[config.mk]
export PLATFORM = sky130hd
export DESIGN_NAME = uart_boot_loader
export DESIGN_NICKNAME = d
export VERILOG_FILES = /design/src/rtl/uart_boot_loader.sv
export SDC_FILE = /design/constraint.sdc
export NUM_CORES = 1
export LEC_CHECK = 0
export ABC_AREA = 1
export BUFFER_PORTS_ARGS = -buffer_cell sky130_fd_sc_hd__buf_2
export CORE_UTILIZATION = 39
export DETAILED_ROUTE_END_ITERATION = 10
export PLACE_DENSITY = 0.59
export SLEW_MARGIN = 10
export SYNTH_ARGS = -nofsm -noshare
export SYNTH_HDL_FRONTEND = slang
export SYNTH_SLANG_ARGS = --single-unit
[constraint.sdc]
create_clock -name clk -period 4.8 [get_ports clk]
set_clock_uncertainty 0.05 [all_clocks]
set_input_delay 0.48 -clock clk [delete_from_list [all_inputs] [get_ports clk]]
set_output_delay 0.48 -clock clk [all_outputs]
set_load 0.05 [all_outputs]
[src/rtl/uart_boot_loader.sv]
`default_nettype none
// +--------------------------------------------------------------------------+
// | uart_boot_loader: pairs UART bytes into 16-bit words and writes a length- |
// | prefixed program image into instruction memory while holding the CPU.    |
// | Revision: 1.0                                                            |
// +--------------------------------------------------------------------------+
module uart_boot_loader #(
  parameter int ADDR_W      = 10,
  parameter int TIMEOUT_CYC = 1000000
) (
  input  logic              clk,
  input  logic              rst_n,
  input  logic              start,
  input  logic              rx_over,
  input  logic [7:0]        rx_byte,
  output logic              mem_we,
  output logic [ADDR_W-1:0] mem_addr,
  output logic [15:0]       mem_wdata,
  output logic              cpu_hold,
  output logic              busy,
  output logic              done,
  output logic              err,
  output logic [ADDR_W:0]   word_count
);

  localparam int          CW       = ADDR_W + 1;
  localparam int          TW       = $clog2(TIMEOUT_CYC + 1);
  localparam logic [16:0] MAX_LEN  = 17'(2 ** ADDR_W);
  localparam logic [TW-1:0] TMR_LAST = TW'(TIMEOUT_CYC - 1);

  localparam logic [2:0] S_IDLE  = 3'd0;
  localparam logic [2:0] S_LEN_L = 3'd1;
  localparam logic [2:0] S_LEN_H = 3'd2;
  localparam logic [2:0] S_DAT_L = 3'd3;
  localparam logic [2:0] S_DAT_H = 3'd4;
  localparam logic [2:0] S_WRITE = 3'd5;
  localparam logic [2:0] S_DONE  = 3'd6;
  localparam logic [2:0] S_ERR   = 3'd7;

  logic [2:0]        state_q, state_d;
  logic [2:0]        sync_q, sync_d;
  logic [7:0]        byte_q, byte_d;
  logic              pending_q, pending_d;
  logic [15:0]       len_q, len_d;
  logic [7:0]        wlo_q, wlo_d;
  logic [ADDR_W-1:0] ptr_q, ptr_d;
  logic [CW-1:0]     word_count_q, word_count_d;
  logic [TW-1:0]     tmr_q, tmr_d;
  logic              mem_we_q, mem_we_d;
  logic [ADDR_W-1:0] mem_addr_q, mem_addr_d;
  logic [15:0]       mem_wdata_q, mem_wdata_d;

  logic        ev;
  logic        in_rx;
  logic        pend_clr;
  logic        tmo;
  logic [15:0] full_len;

  always_comb begin
    // rx_over is asynchronous: two sync stages, third stage for edge detect
    sync_d       = {sync_q[1:0], rx_over};
    ev           = sync_q[1] & ~sync_q[2];
    byte_d       = ev ? rx_byte : byte_q;
    state_d      = state_q;
    len_d        = len_q;
    wlo_d        = wlo_q;
    ptr_d        = ptr_q;
    word_count_d = word_count_q;
    mem_addr_d   = mem_addr_q;
    mem_wdata_d  = mem_wdata_q;
    pend_clr     = 1'b0;
    full_len     = {byte_q, len_q[7:0]};
    in_rx        = (state_q == S_LEN_L) || (state_q == S_LEN_H) ||
                   (state_q == S_DAT_L) || (state_q == S_DAT_H);

    case (state_q)
      S_IDLE, S_DONE, S_ERR: begin
        if (start) begin
          state_d      = S_LEN_L;
          ptr_d        = '0;
          word_count_d = '0;
          pend_clr     = 1'b1;
        end
      end
      S_LEN_L: begin
        if (pending_q) begin
          len_d[7:0] = byte_q;
          pend_clr   = 1'b1;
          state_d    = S_LEN_H;
        end
      end
      S_LEN_H: begin
        if (pending_q) begin
          len_d    = full_len;
          pend_clr = 1'b1;
          if (full_len == 16'd0)                state_d = S_DONE;
          else if ({1'b0, full_len} > MAX_LEN)  state_d = S_ERR;
          else                                  state_d = S_DAT_L;
        end
      end
      S_DAT_L: begin
        if (pending_q) begin
          wlo_d    = byte_q;
          pend_clr = 1'b1;
          state_d  = S_DAT_H;
        end
      end
      S_DAT_H: begin
        if (pending_q) begin
          mem_addr_d  = ptr_q;
          mem_wdata_d = {byte_q, wlo_q};
          pend_clr    = 1'b1;
          state_d     = S_WRITE;
        end
      end
      S_WRITE: begin
        ptr_d        = ptr_q + ADDR_W'(1);
        word_count_d = word_count_q + CW'(1);
        if (17'(word_count_q) + 17'd1 == {1'b0, len_q}) state_d = S_DONE;
        else                                             state_d = S_DAT_L;
      end
      default: state_d = S_IDLE;
    endcase

    // Inter-byte timer only advances while waiting for a byte
    tmr_d = '0;
    tmo   = 1'b0;
    if (in_rx && !ev && !pending_q) begin
      if (tmr_q == TMR_LAST) tmo = 1'b1;
      else                   tmr_d = tmr_q + TW'(1);
    end

    if (tmo)             state_d = S_ERR;
    if (ev && pending_q) state_d = S_ERR;

    pending_d = ev | (pending_q & ~pend_clr);
    mem_we_d  = (state_d == S_WRITE);
  end

  always_ff @(posedge clk or negedge rst_n) begin
    if (!rst_n) begin
      state_q      <= S_IDLE;
      sync_q       <= '0;
      byte_q       <= '0;
      pending_q    <= 1'b0;
      len_q        <= '0;
      wlo_q        <= '0;
      ptr_q        <= '0;
      word_count_q <= '0;
      tmr_q        <= '0;
      mem_we_q     <= 1'b0;
      mem_addr_q   <= '0;
      mem_wdata_q  <= '0;
    end else begin
      state_q      <= state_d;
      sync_q       <= sync_d;
      byte_q       <= byte_d;
      pending_q    <= pending_d;
      len_q        <= len_d;
      wlo_q        <= wlo_d;
      ptr_q        <= ptr_d;
      word_count_q <= word_count_d;
      tmr_q        <= tmr_d;
      mem_we_q     <= mem_we_d;
      mem_addr_q   <= mem_addr_d;
      mem_wdata_q  <= mem_wdata_d;
    end
  end

  assign busy       = (state_q >= S_LEN_L) && (state_q <= S_WRITE);
  assign done       = (state_q == S_DONE);
  assign err        = (state_q == S_ERR);
  assign cpu_hold   = busy | err;
  assign mem_we     = mem_we_q;
  assign mem_addr   = mem_addr_q;
  assign mem_wdata  = mem_wdata_q;
  assign word_count = word_count_q;

endmodule
`default_nettype wire

# Word level (Yosys, flattened, before mapping)
# Cells that the tools add are included.
[classes]
addsub = 4
n_lt_le_gt_ge = 3
n_eq_ne = 11
n_mux = 24
bitwise_logic = 7
reduce_logical = 19
[ops]
columns = ["op", "count"]
rows = [
  ["$mux W20", 2],
  ["$mux W3", 10],
  ["$pmux W11 S2", 1],
  ["$add A20 B1 Y20 const B", 1],
  ["$eq A20 B20 Y1 const B", 1],
  ["$pmux W10 S2", 1],
  ["$pmux W3 S6", 1],
  ["$eq A12 B16 Y1", 1],
  ["$gt A16 B11 Y1 const B", 1],
  ["$logic_not A16 Y1", 1],
  ["$pmux W8 S2", 1],
  ["$eq A3 B3 Y1 const B", 5],
  ["$add A11 B1 Y12 const B", 1],
  ["$add A11 B1 Y11 const B", 1],
  ["$mux W11", 1],
  ["$add A10 B1 Y10 const B", 1],
  ["$mux W10", 1],
  ["$mux W8", 1],
  ["$reduce_and A2 Y1", 4],
  ["$eq A3 B2 Y1 const B", 2],
  ["$logic_and A1 B1 Y1", 4],
  ["$mux W1", 4],
  ["$reduce_or A4 Y1", 1],
  ["$eq A3 B1 Y1 const B", 1],
  ["other kinds (13)", 20],
]
[totals]
register_bits = 107
output_inout_bits = 42

# Logic depth before layout (Yosys ltp)
# Gate-level depths: netlist (run 1).
[depth]
word_depth = 10
ltp_mapped = 15

# Worst setup path before layout (run 1)
# No wires, ideal clock.
[synth_path]
kind = "reg2out"
from = "register state_q[0]"
to = "output port cpu_hold"
arrival_time_ps = 1650
required_time_ps = 4270
setup_slack_ps = 2620
stages_incl_launch_ff = 6
path_cell_list = "dfrtp_1 > inv_2 > a21oi_1 > nor2_2 > nand2_1 > or2_2"
[synth_between]
elab_chain_cells = 3
elab_cells_between_ends = 5
[synth_lines]
columns = ["item", "line_no", "text"]
rows = [
  ["from (decl)", "40", "logic [2:0] state_q, state_d;"],
  ["from (signal assigned)", "155", "state_q <= state_d;"],
  ["$ge A3 B1 Y1 / $le A3 B3 Y1 (equally long branches)", "170", "assign busy = (state_q >= S_LEN_L) && (state_q <= S_WRITE);"],
  ["$logic_and A1 B1 Y1 *", "170", ""],
  ["named net busy", "20", "output logic busy,"],
  ["$or A1 B1 Y1 *", "173", "assign cpu_hold = busy | err;"],
  ["to (decl)", "19", "output logic cpu_hold,"],
]
# The timed path passes the listed nets; every way through them passes the cells marked *.

# Final worst setup path (run 1)
[layout_path]
from = "register state_q[0]"
to = "output port cpu_hold"
[layout_between]
elab_chain_cells = 3
elab_cells_between_ends = 5
[layout_lines]
columns = ["item", "line_no"]
rows = [
  ["$ge A3 B1 Y1 / $le A3 B3 Y1 (equally long branches)", "170"],
  ["$logic_and A1 B1 Y1", "170"],
  ["$or A1 B1 Y1 *", "173"],
]
# Mark *: on every way between the ends. The rest lies on a longest branch, timed or not.

==> flow_summary_export.csv, run 1 <==
group,metric,value,unit
status,status,"completed",
timing,hold_slack,179,ps
hold_path,worstHoldPathType,"input port to flop",
power_and_ir_drop,fin_total_pwr,3160,uW
logic_synthesis,syn_nets,626,
clock_network,hold_buffers,0,
logic_synthesis,synth_area_leaders,"dfrtp_1, nand2_1, o21ai_0",
logic_synthesis,synth_edf_count,0,
setup_path,cp-end-kind,"primary output",
clock_network,cts_buffers,9,
layout,syn_to_final_growth,14.4,%
layout,fin_area,5810,um2
logic_synthesis,netlist_instances,611,
layout,seq_area,2680,um2
floorplan,io_pins,54,
power_and_ir_drop,power.leakage,0.00286,uW
hold_path,hold_depth,1,
grt,gr-total-overflow,0,
floorplan,die_y,116,um
setup_path,r2r_end,"tmr_q[18]",
logic_synthesis,synth_seq_area_share,0.527,
placement,gp_congestion,0.851,
layout,multi_input_area,2050,um2
setup_path,crit_buf_inv,2,
timing,maxSlewViolCount,0,
setup_path,slowest_delay,460,ps
timing,fmax,418,MHz
setup_path,crit_type,"flop to primary output",
detailed_routing,firstDrtPassIters,5,
logic_synthesis,ys_types,37,
setup_path,endpoint,"cpu_hold",
setup_path,path_cells,"inv_2 -> a21oi_1 -> nor2_2 -> nand2_1 -> or2_2 -> buf_2",
logic_synthesis,syn_area,5080,um2
detailed_routing,antenna_left,0,
logic_synthesis,synth-main-ff-cell,"dfrtp_1",
layout,fillers,1253,
timing,hold_viol,0,
timing,finalCritPeriodShare,0.498,
logic_synthesis,ys_ff_latch,107,
grt,grt_antenna_before_repair,0,
detailed_routing,routed_wl,11100,um
timing,worst_pin_slew,995,ps
logic_synthesis,synth.avg_cell_area,8.31,um2
clock_network,post-cts-setup-buffers,0,
floorplan,start_util,0.401,
detailed_routing,drcViolationCount,0,
timing,period_needed,2390,ps
clock_network,post_cts_resize_count,0,
logic_synthesis,yosysTopAreaCell,"dfrtp_1",
grt,grt_pass1_wl,18700,um
detailed_routing,vias_per_cell,4.90,
logic_synthesis,synth_top_area_share,0.527,
logic_synthesis,ys_async_sr_fraction,1.00,
grt,track_usage,0.181,
setup_path,path_depth,6,
placement,hpwl,7860,um
layout,final_nets,680,
setup_path,required,4270,ps
setup_path,cp.arrival,1860,ps
timing,setup_viol,0,
placement,place_area,5530,um2
clock_network,clkTransAtPathRegs,70,ps
setup_path,cp_top_family,"simple AND/OR/NAND/NOR gates",
setup_path,regToRegSetupSlack,2710,ps
layout,drive_gt1_frac,0.158,
clock_network,htree_num_levels,3,
setup_path,reg2reg_from,"tmr_q[0]",
timing,setup_ws,2410,ps
detailed_routing,drtIter0Drc,364,
power_and_ir_drop,ir_drop,0.383,mV
floorplan,die_x,116,um
timing,tns,0,ps
flow_run,max-cap-violations,0,
floorplan,row_count,41,
clock_network,cts_tree,"yes",
logic_synthesis,ys.warnings.count,0,
setup_path,critPathLaunch,"state_q[0]",
placement,place_ws,2750,ps
clock_network,cts.path.max_buffers,2,
setup_path,cp-start-kind,"flop",
grt,grt_pass1_vias,3805,
detailed_routing,vias,4128,
grt,grt_max_degree,71,
detailed_routing,wl_per_cell,13.2,um
floorplan,core_area,12700,um2
setup_path,cp_max_fo,7,
clock_network,root_buffer,"clkbuf_16",
setup_path,rr_worst_depth,10,
power_and_ir_drop,powerDensity,544,nW/um2
clock_network,clock_sinks,107,
timing,grt_setup_unrepaired,"false",
setup_path,critPathSlowestCell,"dfrtp_1",
floorplan,die-area,13500,um2
clock_network,clock_latency,350,ps
placement,place.port_buffers,53,
timing,slew_headroom,0.334,
layout,antenna_cells,0,
flip-flops by register name (all words and copies together) (netlist names), 8 cells and up:
register	count
wlo_q	8
tmr_q	20
len_q	16
mem_addr	10
word_count	11
ptr_q	10
mem_wdata	16
byte_q	8
cells in the final DEF (no fill, tap or decap), types with 3 or more instances in the layout:
cell type,count
mux2_2,9
nor3_4,3
clkinv_4,3
ha_1,3
nand3_1,40
nor3_1,8
nor2_1,62
nor2_2,3
nand4_1,9
nand2_1,148
inv_1,73
a21oi_1,17
clkbuf_16,9
inv_2,6
o21ai_0,64
o22ai_1,9
o21ai_1,3
buf_4,4
dfrtp_1,107
nor2_4,3
nand2_2,5
xor2_1,6
buf_2,52
nand3_2,3
cell type report:
cell class              instances  share of cell area
well taps                     172              0.0370
clock inverters                 5             0.00668
inverters                      79              0.0510
flip-flops and latches        107               0.461
clock buffers                  11              0.0418
repair buffers                 56              0.0500
multi-input cells             412               0.353
where the power goes:
| part | internal, uW | total, uW | switching, uW |
|---|---|---|---|
| sequential | 1120 | 1280 | 166 |
| combinational | 319 | 1170 | 855 |
| clock | 368 | 703 | 335 |
per-layer routing:
metal	routed length (um)	share of wire	global-route usage
met5	0	0	0
met4	150	0.014	0.0615
met3	605	0.055	0.0405
met2	5030	0.45	0.282
met1	5300	0.48	0.250
cell usage after synthesis, drive strengths merged, types with 2 or more instances:
library cell  count
nand2           153
dfrtp           107
inv              79
nor2             68
o21ai            67
nand3            43
a21oi            17
nor3             11
clkbuf           10
mux2              9
nand4             9
o22ai             9
xor2              6
buf               3
ha                3
nor4              3
a31oi             2
nand3b            2
per-stage QoR:
| step | instances | util |
|---|---|---|
| after global placement | 826 | 0.436 |
| after detailed placement | 826 | 0.436 |
| after floorplan | 611 | - |
| after CTS | 842 | 0.458 |
| after global routing | 842 | 0.458 |
| final | 842 | 0.458 |
cell families (layout without fill, tap and decap cells):
| kind of cell | count (synthesis) | in the layout | share of synthesized area |
|---|---|---|---|
| adder cells (fa/ha/maj) | 3 | 3 | 0.00739 |
| multiplexers | 10 | 10 | 0.0219 |
| AND/OR/NAND/NOR | 293 | 293 | 0.259 |
| AO/OA/AOI/OAI | 99 | 99 | 0.103 |
| flip-flops | 107 | 107 | 0.527 |
| buffers and inverters | 92 | 151 | 0.0692 |
| XOR/XNOR | 7 | 7 | 0.0121 |
how the worst min path moves through the flow:
stage | end | from
floorplan | byte_q[0] | rst_n
global placement | sync_q[1] | sync_q[0]
detailed placement | sync_q[1] | sync_q[0]
CTS | sync_q[0] | rx_over
global route | sync_q[0] | rx_over
finish | sync_q[0] | rx_over
worst register-to-register path: stages, from the launching register on:
cell,delay (ps)
dfrtp_1,370
ha_1,200
nand4_1,150
nor2_1,260
nand3_1,190
nor2_1,150
nand2_1,160
nor3_4,230
nand4_1,110
nand2_1,80
nor2_1,40
Note: power is estimated with default switching activity, not from simulation.
==> run 2: changes to the inputs <==
--- a/config.mk
+++ b/config.mk
@@ -9,7 +9,7 @@
 export BUFFER_PORTS_ARGS = -buffer_cell sky130_fd_sc_hd__buf_2
 export CORE_UTILIZATION = 39
 export DETAILED_ROUTE_END_ITERATION = 10
-export PLACE_DENSITY = 0.59
+export PLACE_DENSITY = 0.61
 export SLEW_MARGIN = 10
 export SYNTH_ARGS = -nofsm -noshare
 export SYNTH_HDL_FRONTEND = slang
==> constraint.sdc (replaced) <==
create_clock -name clk -period 2.15 [get_ports clk]
set_clock_uncertainty 0.05 [all_clocks]
set_input_delay 0.215 -clock clk [delete_from_list [all_inputs] [get_ports clk]]
set_output_delay 0.215 -clock clk [all_outputs]
set_load 0.05 [all_outputs]
==> run 2 against run 1 <==
  * Cell area grew 1.8%
  * Hold slack worse by 160 ps
  * Clock power increased by 120%
  * Flip-flop and latch count unchanged
  * Sequential power increased by 120%
==> flow_summary_export.csv, run 2 (synthesis results as in run 1) <==
group,metric,value,unit
power_and_ir_drop,clockPowerShare,0.218,
timing,worst_pin_slew,507,ps
floorplan,core_area,12700,um2
setup_path,cp_max_fo,7,
floorplan,io_pins,54,
setup_path,cp-end-kind,"primary output",
layout,regMostFlops,"tmr_q",
clock_network,cts_tree,"yes",
grt,track_usage,0.182,
timing,fmax,485,MHz
floorplan,die-area,13500,um2
setup_path,crit_type,"flop to primary output",
detailed_routing,routed_wl,11100,um
detailed_routing,vias_per_cell,4.89,
detailed_routing,firstDrtPassIters,5,
flow_run,max-cap-violations,0,
layout,fillers,1271,
setup_path,reg2reg_from,"tmr_q[0]",
grt,grt_pass1_vias,3926,
clock_network,post-cts-setup-buffers,0,
timing,setup_viol,0,
setup_path,rr_worst_depth,10,
setup_path,required,1880,ps
power_and_ir_drop,power.switching,3040,uW
hold_path,worstHoldPathType,"input port to flop",
clock_network,cts_buffers,9,
layout,antenna_cells,0,
timing,hold_slack,21.6,ps
setup_path,r2r_end,"tmr_q[18]",
timing,tns,0,ps
power_and_ir_drop,fin_total_pwr,7150,uW
placement,gp_congestion,0.872,
floorplan,row_count,41,
clock_network,clock_sinks,107,
layout,final_nets,688,
layout,syn_to_final_growth,16.5,%
detailed_routing,drcViolationCount,0,
detailed_routing,antenna_left,0,
grt,grt_pass1_wl,18900,um
timing,hold_viol,0,
power_and_ir_drop,p_comb_frac,0.382,
clock_network,root_buffer,"clkbuf_16",
timing,period_needed,2060,ps
status,status,"completed",
layout,mostFrequentLayoutCells,"nand2_1, dfrtp_1, inv_1",
detailed_routing,vias,4148,
timing,slew_headroom,0.661,
hold_path,holdCritStartpoint,"rx_byte[4]",
floorplan,start_util,0.401,
power_and_ir_drop,power.leakage,0.00290,uW
clock_network,cts.path.max_buffers,2,
clock_network,htree_num_levels,3,
power_and_ir_drop,pwr-share-seq,0.400,
power_and_ir_drop,ir_drop,0.689,mV
setup_path,cp.arrival,1800,ps
timing,grt_setup_unrepaired,"false",
setup_path,regToRegSetupSlack,230,ps
power_and_ir_drop,powerDensity,1210,nW/um2
power_and_ir_drop,sw_frac_of_total,0.426,
floorplan,die_y,116,um
grt,grt_antenna_before_repair,0,
setup_path,cp-start-kind,"flop",
clock_network,clkTransAtPathRegs,70,ps
timing,finalCritPeriodShare,0.959,
hold_path,hold_path_end,"byte_q[4]",
power_and_ir_drop,p_int,4100,uW
detailed_routing,wl_per_cell,13.1,um
grt,grt_max_degree,58,
floorplan,die_x,116,um
grt,gr-total-overflow,0,
detailed_routing,drtIter0Drc,309,
layout,drive_gt1_frac,0.169,
clock_network,clock_latency,350,ps
placement,hpwl,8000,um
layout,final_common_cell,"nand2_1",
placement,place.port_buffers,53,
hold_path,hold_depth,3,
layout,largest_register_ff_count,20,
timing,maxSlewViolCount,0,
## run 2: final cells by class
| type | instances | area, um2 | area share |
|---|---|---|---|
| clock inverter | 3 | 22.5 | 0.00381 |
| tap | 172 | 215 | 0.0364 |
| sequential | 107 | 2680 | 0.453 |
| clock buffer | 11 | 253 | 0.0427 |
| inverter | 79 | 297 | 0.0501 |
| timing repair buffer | 64 | 380 | 0.0643 |
| multi-input combinational | 412 | 2070 | 0.349 |
## run 2: stage by stage
step / std cells / utilization / worst slack (ps) / area [um2]
finish: 848 / 0.467 / 88.5 / 5910
global route: 848 / 0.467 / 3.07 / 5910
CTS: 848 / 0.465 / 5.36 / 5890
detailed placement: 832 / 0.442 / 224 / 5600
global placement: 832 / 0.442 / 284 / 5600
floorplan: 611 / - / 17.3 / 5080
## run 2: power by group through the flow
stage | logic, uW | registers (uW) | clock network (uW)
after floorplan | 1430 | 3440 | 0
after global placement | 2680 | 2860 | 0
after detailed placement | 2720 | 2880 | 0
after CTS | 2730 | 2850 | 1610
after global routing | 3040 | 2930 | 1670
final | 2730 | 2860 | 1560
## run 2: how the worst max path moves through the flow
stage | startpoint | endpoint | slack [ps]
3_5_place_dp | tmr_q[0] | tmr_q[18] | 220
5_1_grt | tmr_q[0] | tmr_q[16] | 3
6_report | state_q[0] | cpu_hold | 90
4_1_cts | state_q[0] | cpu_hold | 5
2_1_floorplan | word_count[0] | mem_we | 20
3_3_place_gp | tmr_q[0] | tmr_q[18] | 280
## run 2: worst max-delay path, stage by stage, from the launching register on
cell     delay (ps)
dfrtp_2         450
inv_2           120
a21oi_1         110
nor2_4          150
nand2_1         130
or2_2           280
buf_2           210
## run 2: per-layer routing
layer  global-route usage  vias up  part of all wire
met3               0.0405       14             0.051
met5                    0        -                 0
li1                     -     2108                 -
met2                0.283      103              0.45
met1                0.254     1923              0.49
met4               0.0615        0             0.014
## run 2: repair_timing
action,4_1_cts,5_1_grt
gates resized for setup,0,5
hold buffers,2,0
setup endpoints to repair,0,3
hold endpoints to repair,24,0
